<file path="config.mk">
export PLATFORM = sky130hd
export DESIGN_NAME = running_enemy_anim_ctrl_flat
export DESIGN_NICKNAME = d
export VERILOG_FILES = /design/src/rtl/running_enemy_anim_ctrl_if.sv /design/src/rtl/running_enemy_anim_ctrl.sv /design/src/flat_wrapper.sv
export SDC_FILE = /design/constraint.sdc
export NUM_CORES = 1
export LEC_CHECK = 0
export BUFFER_PORTS_ARGS = -buffer_cell sky130_fd_sc_hd__buf_2
export CORE_AREA = 4 4 91 93
export DETAILED_ROUTE_END_ITERATION = 8
export DIE_AREA = 0 0 95 97
export PLACE_DENSITY_LB_ADDON = 0.25
export SLEW_MARGIN = 0
export SYNTH_ARGS = -nofsm -noshare
export SYNTH_HDL_FRONTEND = slang
export SYNTH_SLANG_ARGS = --single-unit
</file>
<file path="constraint.sdc">
create_clock -name Clk -period 5.4 [get_ports Clk]
set_clock_uncertainty 0.05 [all_clocks]
set_input_delay 1.08 -clock Clk [delete_from_list [all_inputs] [get_ports Clk]]
set_output_delay 1.08 -clock Clk [all_outputs]
set_load 0.05 [all_outputs]
</file>
<file path="src/rtl/running_enemy_anim_ctrl_if.sv">
// -----------------------------------------------------------------------------
// running_enemy_anim_ctrl_if
//   Bundles the scan/position inputs, the sprite-ROM handshake and the
//   palette-side outputs of the running enemy sprite sequencer.
//   master : video/system side (drives scan, position, control and rom_data)
//   slave  : the sequencer (drives rom_addr, pal_index, pix_valid, frame_sel)
// -----------------------------------------------------------------------------
interface running_enemy_anim_ctrl_if #(
   parameter int ADDR_W = 13
);
   logic              frame_start;
   logic              run_en;
   logic              face_left;
   logic [9:0]        pos_x;
   logic [9:0]        pos_y;
   logic [9:0]        DrawX;
   logic [9:0]        DrawY;
   logic [ADDR_W-1:0] rom_addr;
   logic [2:0]        rom_data;
   logic [2:0]        pal_index;
   logic              pix_valid;
   logic [2:0]        frame_sel;

   modport master (
      output frame_start, run_en, face_left, pos_x, pos_y, DrawX, DrawY, rom_data,
      input  rom_addr, pal_index, pix_valid, frame_sel
   );

   modport slave (
      input  frame_start, run_en, face_left, pos_x, pos_y, DrawX, DrawY, rom_data,
      output rom_addr, pal_index, pix_valid, frame_sel
   );
endinterface

</file>
<file path="src/rtl/running_enemy_anim_ctrl.sv">
// -----------------------------------------------------------------------------
// running_enemy_anim_ctrl
//   Run-cycle sequencer for the green enemy sprite. Steps the animation frame
//   every FRAME_DIV video frames while running, maps (DrawX, DrawY) to a
//   sprite-ROM address and returns the ROM palette index with an opacity
//   valid, two clocks after the scan position.
// Ports
//   Clk      : pixel clock
//   Reset_n  : asynchronous reset, active low
//   bus      : slave side of running_enemy_anim_ctrl_if
//              in : frame_start, run_en, face_left, pos_x/y, DrawX/Y, rom_data
//              out: rom_addr, pal_index, pix_valid, frame_sel
// -----------------------------------------------------------------------------
module running_enemy_anim_ctrl #(
   parameter int SPR_W      = 24,
   parameter int SPR_H      = 40,
   parameter int NUM_FRAMES = 6,
   parameter int FRAME_DIV  = 6,
   parameter int ADDR_W     = 13
) (
   input  logic                     Clk,
   input  logic                     Reset_n,
   running_enemy_anim_ctrl_if.slave bus
);

   localparam int FRAME_SZ = SPR_W * SPR_H;
   localparam int DIV_W    = (FRAME_DIV > 1) ? $clog2(FRAME_DIV) : 1;

   typedef enum logic [1:0] {
      ST_STAND = 2'd0,
      ST_RUN   = 2'd1,
      ST_STOP  = 2'd2
   } state_t;

   state_t            state_q, state_d;
   logic [2:0]        frame_q, frame_d;
   logic [DIV_W-1:0]  div_q,   div_d;

   // Shadow copies so the picture never changes mid-frame.
   logic              mir_q;
   logic [9:0]        px_q, py_q;

   logic [ADDR_W-1:0] addr_q, addr_d;
   logic              v1_q;
   logic [2:0]        pal_q;
   logic              pv_q;

   logic              in_box;
   logic [10:0]       dx, dy, px, py;
   logic [9:0]        col, row;

   // ---------------------------------------------------------------- FSM
   always_ff @(posedge Clk or negedge Reset_n) begin
      if (!Reset_n) begin
         state_q <= ST_STAND;
         frame_q <= '0;
         div_q   <= '0;
      end else begin
         state_q <= state_d;
         frame_q <= frame_d;
         div_q   <= div_d;
      end
   end

   // Only evaluated on frame_start so the frame cannot change mid-scan.
   always_comb begin
      state_d = state_q;
      frame_d = frame_q;
      div_d   = div_q;
      if (bus.frame_start) begin
         case (state_q)
            ST_STAND: begin
               frame_d = '0;
               div_d   = '0;
               if (bus.run_en) state_d = ST_RUN;
            end
            ST_RUN: begin
               if (!bus.run_en) begin
                  state_d = ST_STOP;
               end else if (div_q == DIV_W'(FRAME_DIV - 1)) begin
                  div_d   = '0;
                  frame_d = (frame_q == 3'(NUM_FRAMES - 1)) ? 3'd0 : frame_q + 3'd1;
               end else begin
                  div_d = div_q + DIV_W'(1);
               end
            end
            ST_STOP: begin
               frame_d = '0;
               div_d   = '0;
               state_d = bus.run_en ? ST_RUN : ST_STAND;
            end
            default: begin
               state_d = ST_STAND;
               frame_d = '0;
               div_d   = '0;
            end
         endcase
      end
   end

   // ------------------------------------------------------ shadow latches
   always_ff @(posedge Clk or negedge Reset_n) begin
      if (!Reset_n) begin
         mir_q <= 1'b0;
         px_q  <= '0;
         py_q  <= '0;
      end else if (bus.frame_start) begin
         mir_q <= bus.face_left;
         px_q  <= bus.pos_x;
         py_q  <= bus.pos_y;
      end
   end

   // ------------------------------------------------- stage 0: addressing
   // 11-bit compare keeps px+SPR_W past 1023 from wrapping onto X=0.
   always_comb begin
      dx     = {1'b0, bus.DrawX};
      dy     = {1'b0, bus.DrawY};
      px     = {1'b0, px_q};
      py     = {1'b0, py_q};
      in_box = (dx >= px) && (dx < px + 11'(SPR_W)) &&
               (dy >= py) && (dy < py + 11'(SPR_H));
      col    = bus.DrawX - px_q;
      row    = bus.DrawY - py_q;
      if (mir_q) col = 10'(SPR_W - 1) - col;
      addr_d = '0;
      if (in_box)
         addr_d = ADDR_W'(frame_q) * ADDR_W'(FRAME_SZ) +
                  ADDR_W'(row) * ADDR_W'(SPR_W) + ADDR_W'(col);
   end

   // rom_addr is itself the ROM's address register: data returns one clock
   // later, lined up with v1_q, and is registered into pal_index.
   always_ff @(posedge Clk or negedge Reset_n) begin
      if (!Reset_n) begin
         addr_q <= '0;
         v1_q   <= 1'b0;
         pal_q  <= '0;
         pv_q   <= 1'b0;
      end else begin
         addr_q <= addr_d;
         v1_q   <= in_box;
         pal_q  <= v1_q ? bus.rom_data : 3'd0;
         pv_q   <= v1_q && (bus.rom_data != 3'd0);
      end
   end

   assign bus.rom_addr  = addr_q;
   assign bus.pal_index = pal_q;
   assign bus.pix_valid = pv_q;
   assign bus.frame_sel = frame_q;

endmodule

</file>
<file path="src/flat_wrapper.sv">
// flat-port wrapper written by rule: the top's interface ports become plain ports
module running_enemy_anim_ctrl_flat 
#(
   parameter int SPR_W      = 24,
   parameter int SPR_H      = 40,
   parameter int NUM_FRAMES = 6,
   parameter int FRAME_DIV  = 6,
   parameter int ADDR_W     = 13
)
  (Clk, Reset_n, bus_frame_start, bus_run_en, bus_face_left, bus_pos_x, bus_pos_y, bus_DrawX, bus_DrawY, bus_rom_data, bus_rom_addr, bus_pal_index, bus_pix_valid, bus_frame_sel);
  running_enemy_anim_ctrl_if #(.ADDR_W(ADDR_W)) bus_i ();
  input  logic Clk;
  input  logic Reset_n;
  input wire logic [$bits(bus_i.frame_start)-1:0] bus_frame_start;
  input wire logic [$bits(bus_i.run_en)-1:0] bus_run_en;
  input wire logic [$bits(bus_i.face_left)-1:0] bus_face_left;
  input wire logic [$bits(bus_i.pos_x)-1:0] bus_pos_x;
  input wire logic [$bits(bus_i.pos_y)-1:0] bus_pos_y;
  input wire logic [$bits(bus_i.DrawX)-1:0] bus_DrawX;
  input wire logic [$bits(bus_i.DrawY)-1:0] bus_DrawY;
  input wire logic [$bits(bus_i.rom_data)-1:0] bus_rom_data;
  output wire logic [$bits(bus_i.rom_addr)-1:0] bus_rom_addr;
  output wire logic [$bits(bus_i.pal_index)-1:0] bus_pal_index;
  output wire logic [$bits(bus_i.pix_valid)-1:0] bus_pix_valid;
  output wire logic [$bits(bus_i.frame_sel)-1:0] bus_frame_sel;
  assign bus_i.frame_start = bus_frame_start;
  assign bus_i.run_en = bus_run_en;
  assign bus_i.face_left = bus_face_left;
  assign bus_i.pos_x = bus_pos_x;
  assign bus_i.pos_y = bus_pos_y;
  assign bus_i.DrawX = bus_DrawX;
  assign bus_i.DrawY = bus_DrawY;
  assign bus_i.rom_data = bus_rom_data;
  assign bus_rom_addr = bus_i.rom_addr;
  assign bus_pal_index = bus_i.pal_index;
  assign bus_pix_valid = bus_i.pix_valid;
  assign bus_frame_sel = bus_i.frame_sel;
  running_enemy_anim_ctrl #(.SPR_W(SPR_W), .SPR_H(SPR_H), .NUM_FRAMES(NUM_FRAMES), .FRAME_DIV(FRAME_DIV), .ADDR_W(ADDR_W)) u_core (.Clk(Clk), .Reset_n(Reset_n), .bus(bus_i));
endmodule
</file>
==> results.toml <==
[global_route]
grtUsageTotal_pct = 20.6
antenna_found_initial = 0
grt_max_degree = 49
grt_pass1_wl_mm = 15.5
grt_pass1_vias = 3543
grt.overflow.total = 0

[final_layout]
nNetsFinal = 679
fillers = 659
layout-drive-gt1-share_pct = 20.8
design_area_mm2 = 0.00496
area_growth_pct = 16.5
antenna_cells = 0

[logic_synthesis]
synthesis.nets = 596
ys_ff_latch = 47
avgSynthCellArea_um2 = 9.01
yosysWarnings = 0
ys_seq_area_share_pct = 27.6
synthFlopType = "dfrtp_1"
synth_edf_count = 0
async_flop_share_pct = 100
synth_cell_types = 54
syn_inst = 473
netlist_area_mm2 = 0.00426

[worst_setup_path]
crit-reg2reg-launch = "u_core.px_q[0]"
cp_slowest_cell = "fa_1"
worstPathMaxFanout = 2
worstPathRequired_ns = 5.54
path_delay_family = "adder cells"
crit_arrival_ns = 5.26
crit_path_end_kind = "register"
path_class = "input port to register"
cp_slowest_stage_delay_ns = 0.48
cp_cell_sequence = "buf_2, inv_1, ha_1, inv_1, fa_1, a21o_1, a21oi_2, o21ai_1, o41ai_2, xnor2_1, or4_1, o21ai_2, xnor2_2, fa_1, inv_1, ha_4, or3_1, o21ai_1, xnor3_1, xnor2_1, xnor2_1, nor2_1"
startpoint = "bus_DrawX[0]"
startpoint_type = "input port"
cp_num_buf_inv = 4

[pwr]
switchingPower_uw = 1050
leakage_uw = 0.00257
vdd_ir_drop_max_mv = 0.306
pwr-share-clk_pct = 11.6
powerDensity_mw_per_mm2 = 479
intPower_uw = 1330
p_sw_share_pct = 44.3
seqPwrFrac_pct = 17.6
p_comb_share_pct = 70.8

[routing]
wl_per_cell_um = 13.6
antenna_left = 0
drc = 0
routed_wl_mm = 8.97
avgViaCountPerCell = 5.35
vias = 3527
drt-initial-drc-count = 98
dr.pass1.iters = 5

[place]
dp_hpwl_mm = 7.22
place_area_mm2 = 0.00481
io_buffers = 67
gp_congestion = 0.884

[clocking]
cts_tree = "yes"
clkTransAtPathRegs_ns = 0.11
cts-hold-fix-buffers = 0
cts_made_buffers = 5
cts_setup_buffers = 0
htree_levels = 2
clockBufferDepth = 2
clock_latency_ns = 0.31
numClockSinks = 47
cts-root-buf = "clkbuf_8"

[sta]
rsz0062_at_grt = "no"
min_period_ns = 5.12
slew_headroom_pct = 28.9
period_share_pct = 94.8
hold-worst-slack_ns = 0.477
setup_viol = 0
finalSetupTns_ns = 0
fmax_mhz = 195
hold_violations = 0
slew_viol_final = 0
worst_slew_pin_slew_ns = 1.07

[run_status]
outcome = "completed"

[floorplanning]
coreArea_mm2 = 0.00753
die_x_um = 95
start_util_pct = 56.6
die_y_um = 97
design.die.area_mm2 = 0.00922
num_io_pins = 68
row_count = 32

[hold_path]
min_path_type = "register to register"
min_from = "u_core.div_q[0]"

[flow_run]
maxCapViolations = 0
-- power by group through the flow --
stage	Combinational (µW)	Clock, µW	Sequential, µW
floorplan	1120	0	502
global placement	1580	0	424
detailed placement	1640	0	426
CTS	1650	286	419
global route	1880	298	425
finish	1680	277	418
-- worst paths after layout --
kind	depth (start not counted)	to	slack (ns)
worst max-delay path	22	u_core.bus.rom_addr[12]	0.28
worst min-delay path	1	u_core.div_q[0]	0.48
worst max register to register	20	u_core.bus.rom_addr[12]	0.84
worst min register to register	1	u_core.div_q[0]	0.48
max in group asynchronous	1	u_core.state_q[1]	3.74
min in group asynchronous	1	u_core.py_q[2]	0.90
-- worst reg2reg max path: stages, from the launching register on --
cell and delay (ns):
dfrtp_1 0.39, ha_1 0.17, inv_1 0.05, fa_1 0.38, a21o_1 0.21, a21oi_2 0.17
o21ai_1 0.12, o41ai_2 0.33, xnor2_1 0.12, or4_1 0.42, o21ai_2 0.17, xnor2_2 0.09
fa_1 0.48, inv_1 0.07, ha_4 0.16, or3_1 0.31, o21ai_1 0.16, xnor3_1 0.24
xnor2_1 0.17, xnor2_1 0.13, nor2_1 0.05
-- sequential cells by signal, indices dropped and copies added, names as in the netlist --
signal / count
u_core.bus.frame_sel: 3
u_core.bus.pal_index: 3
u_core.bus.pix_valid: 1
u_core.bus.rom_addr: 13
u_core.div_q: 3
u_core.mir_q: 1
u_core.px_q: 10
u_core.py_q: 10
u_core.state_q: 2
u_core.v1_q: 1
-- per-stage QoR --
step	std cells	total power, µW	setup WS [ns]	utilization (%)
after floorplan	473	1630	0.111	-
after global placement	651	2000	-0.101	64.0
after detailed placement	651	2060	-0.233	64.0
after CTS	659	2350	0.0955	65.5
after global routing	659	2600	0.0237	65.9
final	659	2380	0.283	65.9
-- cell usage after synthesis, drive strengths merged (2+ instances only) --
cell	number	area share [%]
o21a	5	0.88
inv	50	4.4
a21oi	24	3.0
mux2	4	1.1
fa	11	5.2
nand3	7	0.94
or3	7	1.0
o31ai	5	0.88
o2111ai	2	0.41
buf	6	1.0
nor2	26	2.3
nor2b	5	0.73
ha	64	19
a31oi	3	0.44
and2	5	0.79
nand2b	6	0.88
nand4	4	0.59
a21o	9	1.6
o211ai	2	0.35
or4	2	0.35
clkbuf	6	0.53
o21ai	45	5.4
xor2	15	3.3
nor3	12	1.4
nor3b	2	0.35
a31o	2	0.41
xnor2	36	7.4
nand2	43	3.8
o21bai	5	1.1
dfrtp	47	28
-- kinds of logic after synthesis --
kind of cell	synth area share [%]
simple gates	13.7
compound gates	16.5
fa+ha+maj	24.0
buf+inv	5.96
xor+xnor	11.2
flops	27.6
mux	1.06
-- area by class of cell --
cell class	instances	area [µm²]	share of cell area [%]
sequential	47	1180	23.7
multi-input combinational	364	2860	57.7
timing repair buffer	88	493	9.93
tap	102	128	2.57
inverter	50	188	3.78
clock buffer	5	68.8	1.39
clock inverter	3	47.5	0.958
-- routing by layer --
layer / up-vias / share of wire [%] / GRT usage [%]
met5: - / 0 / 0
met2: 78 / 50 / 35.5
met1: 1646 / 44 / 26.1
met3: 17 / 4.1 / 3.11
li1: 1786 / - / -
met4: 0 / 2.3 / 6.77
-- cells in the final DEF, fill, tap and decap left out, types with 3 or more instances in the layout --
cell      Yosys  routed
nand4_1       4       4
a21oi_1      22      22
nor3_1       12      12
buf_2         2      67
o21ai_0      40      39
nor2_1       26      26
nand2b_1      6       6
nand3_1       6       6
o21ai_1       4       4
a21o_1        9       9
inv_1        49      49
xnor2_1      36      35
fa_1         11      11
ha_1         64      63
or3_1         7       7
a31oi_1       3       3
o21a_1        5       5
buf_4         1      21
o31ai_1       5       5
dfrtp_1      47      47
nor2b_1       5       5
and2_1        4       4
mux2_2        4       4
o21bai_1      4       4
xor2_1       14      13
clkbuf_8      0       5
nand2_1      43      43
-- repair_timing --
item                       CTS  global route
setup endpoints to repair    0             1
hold endpoints to repair     0             0
gates resized for setup      0             5
(Power assumes the default switching activity.)
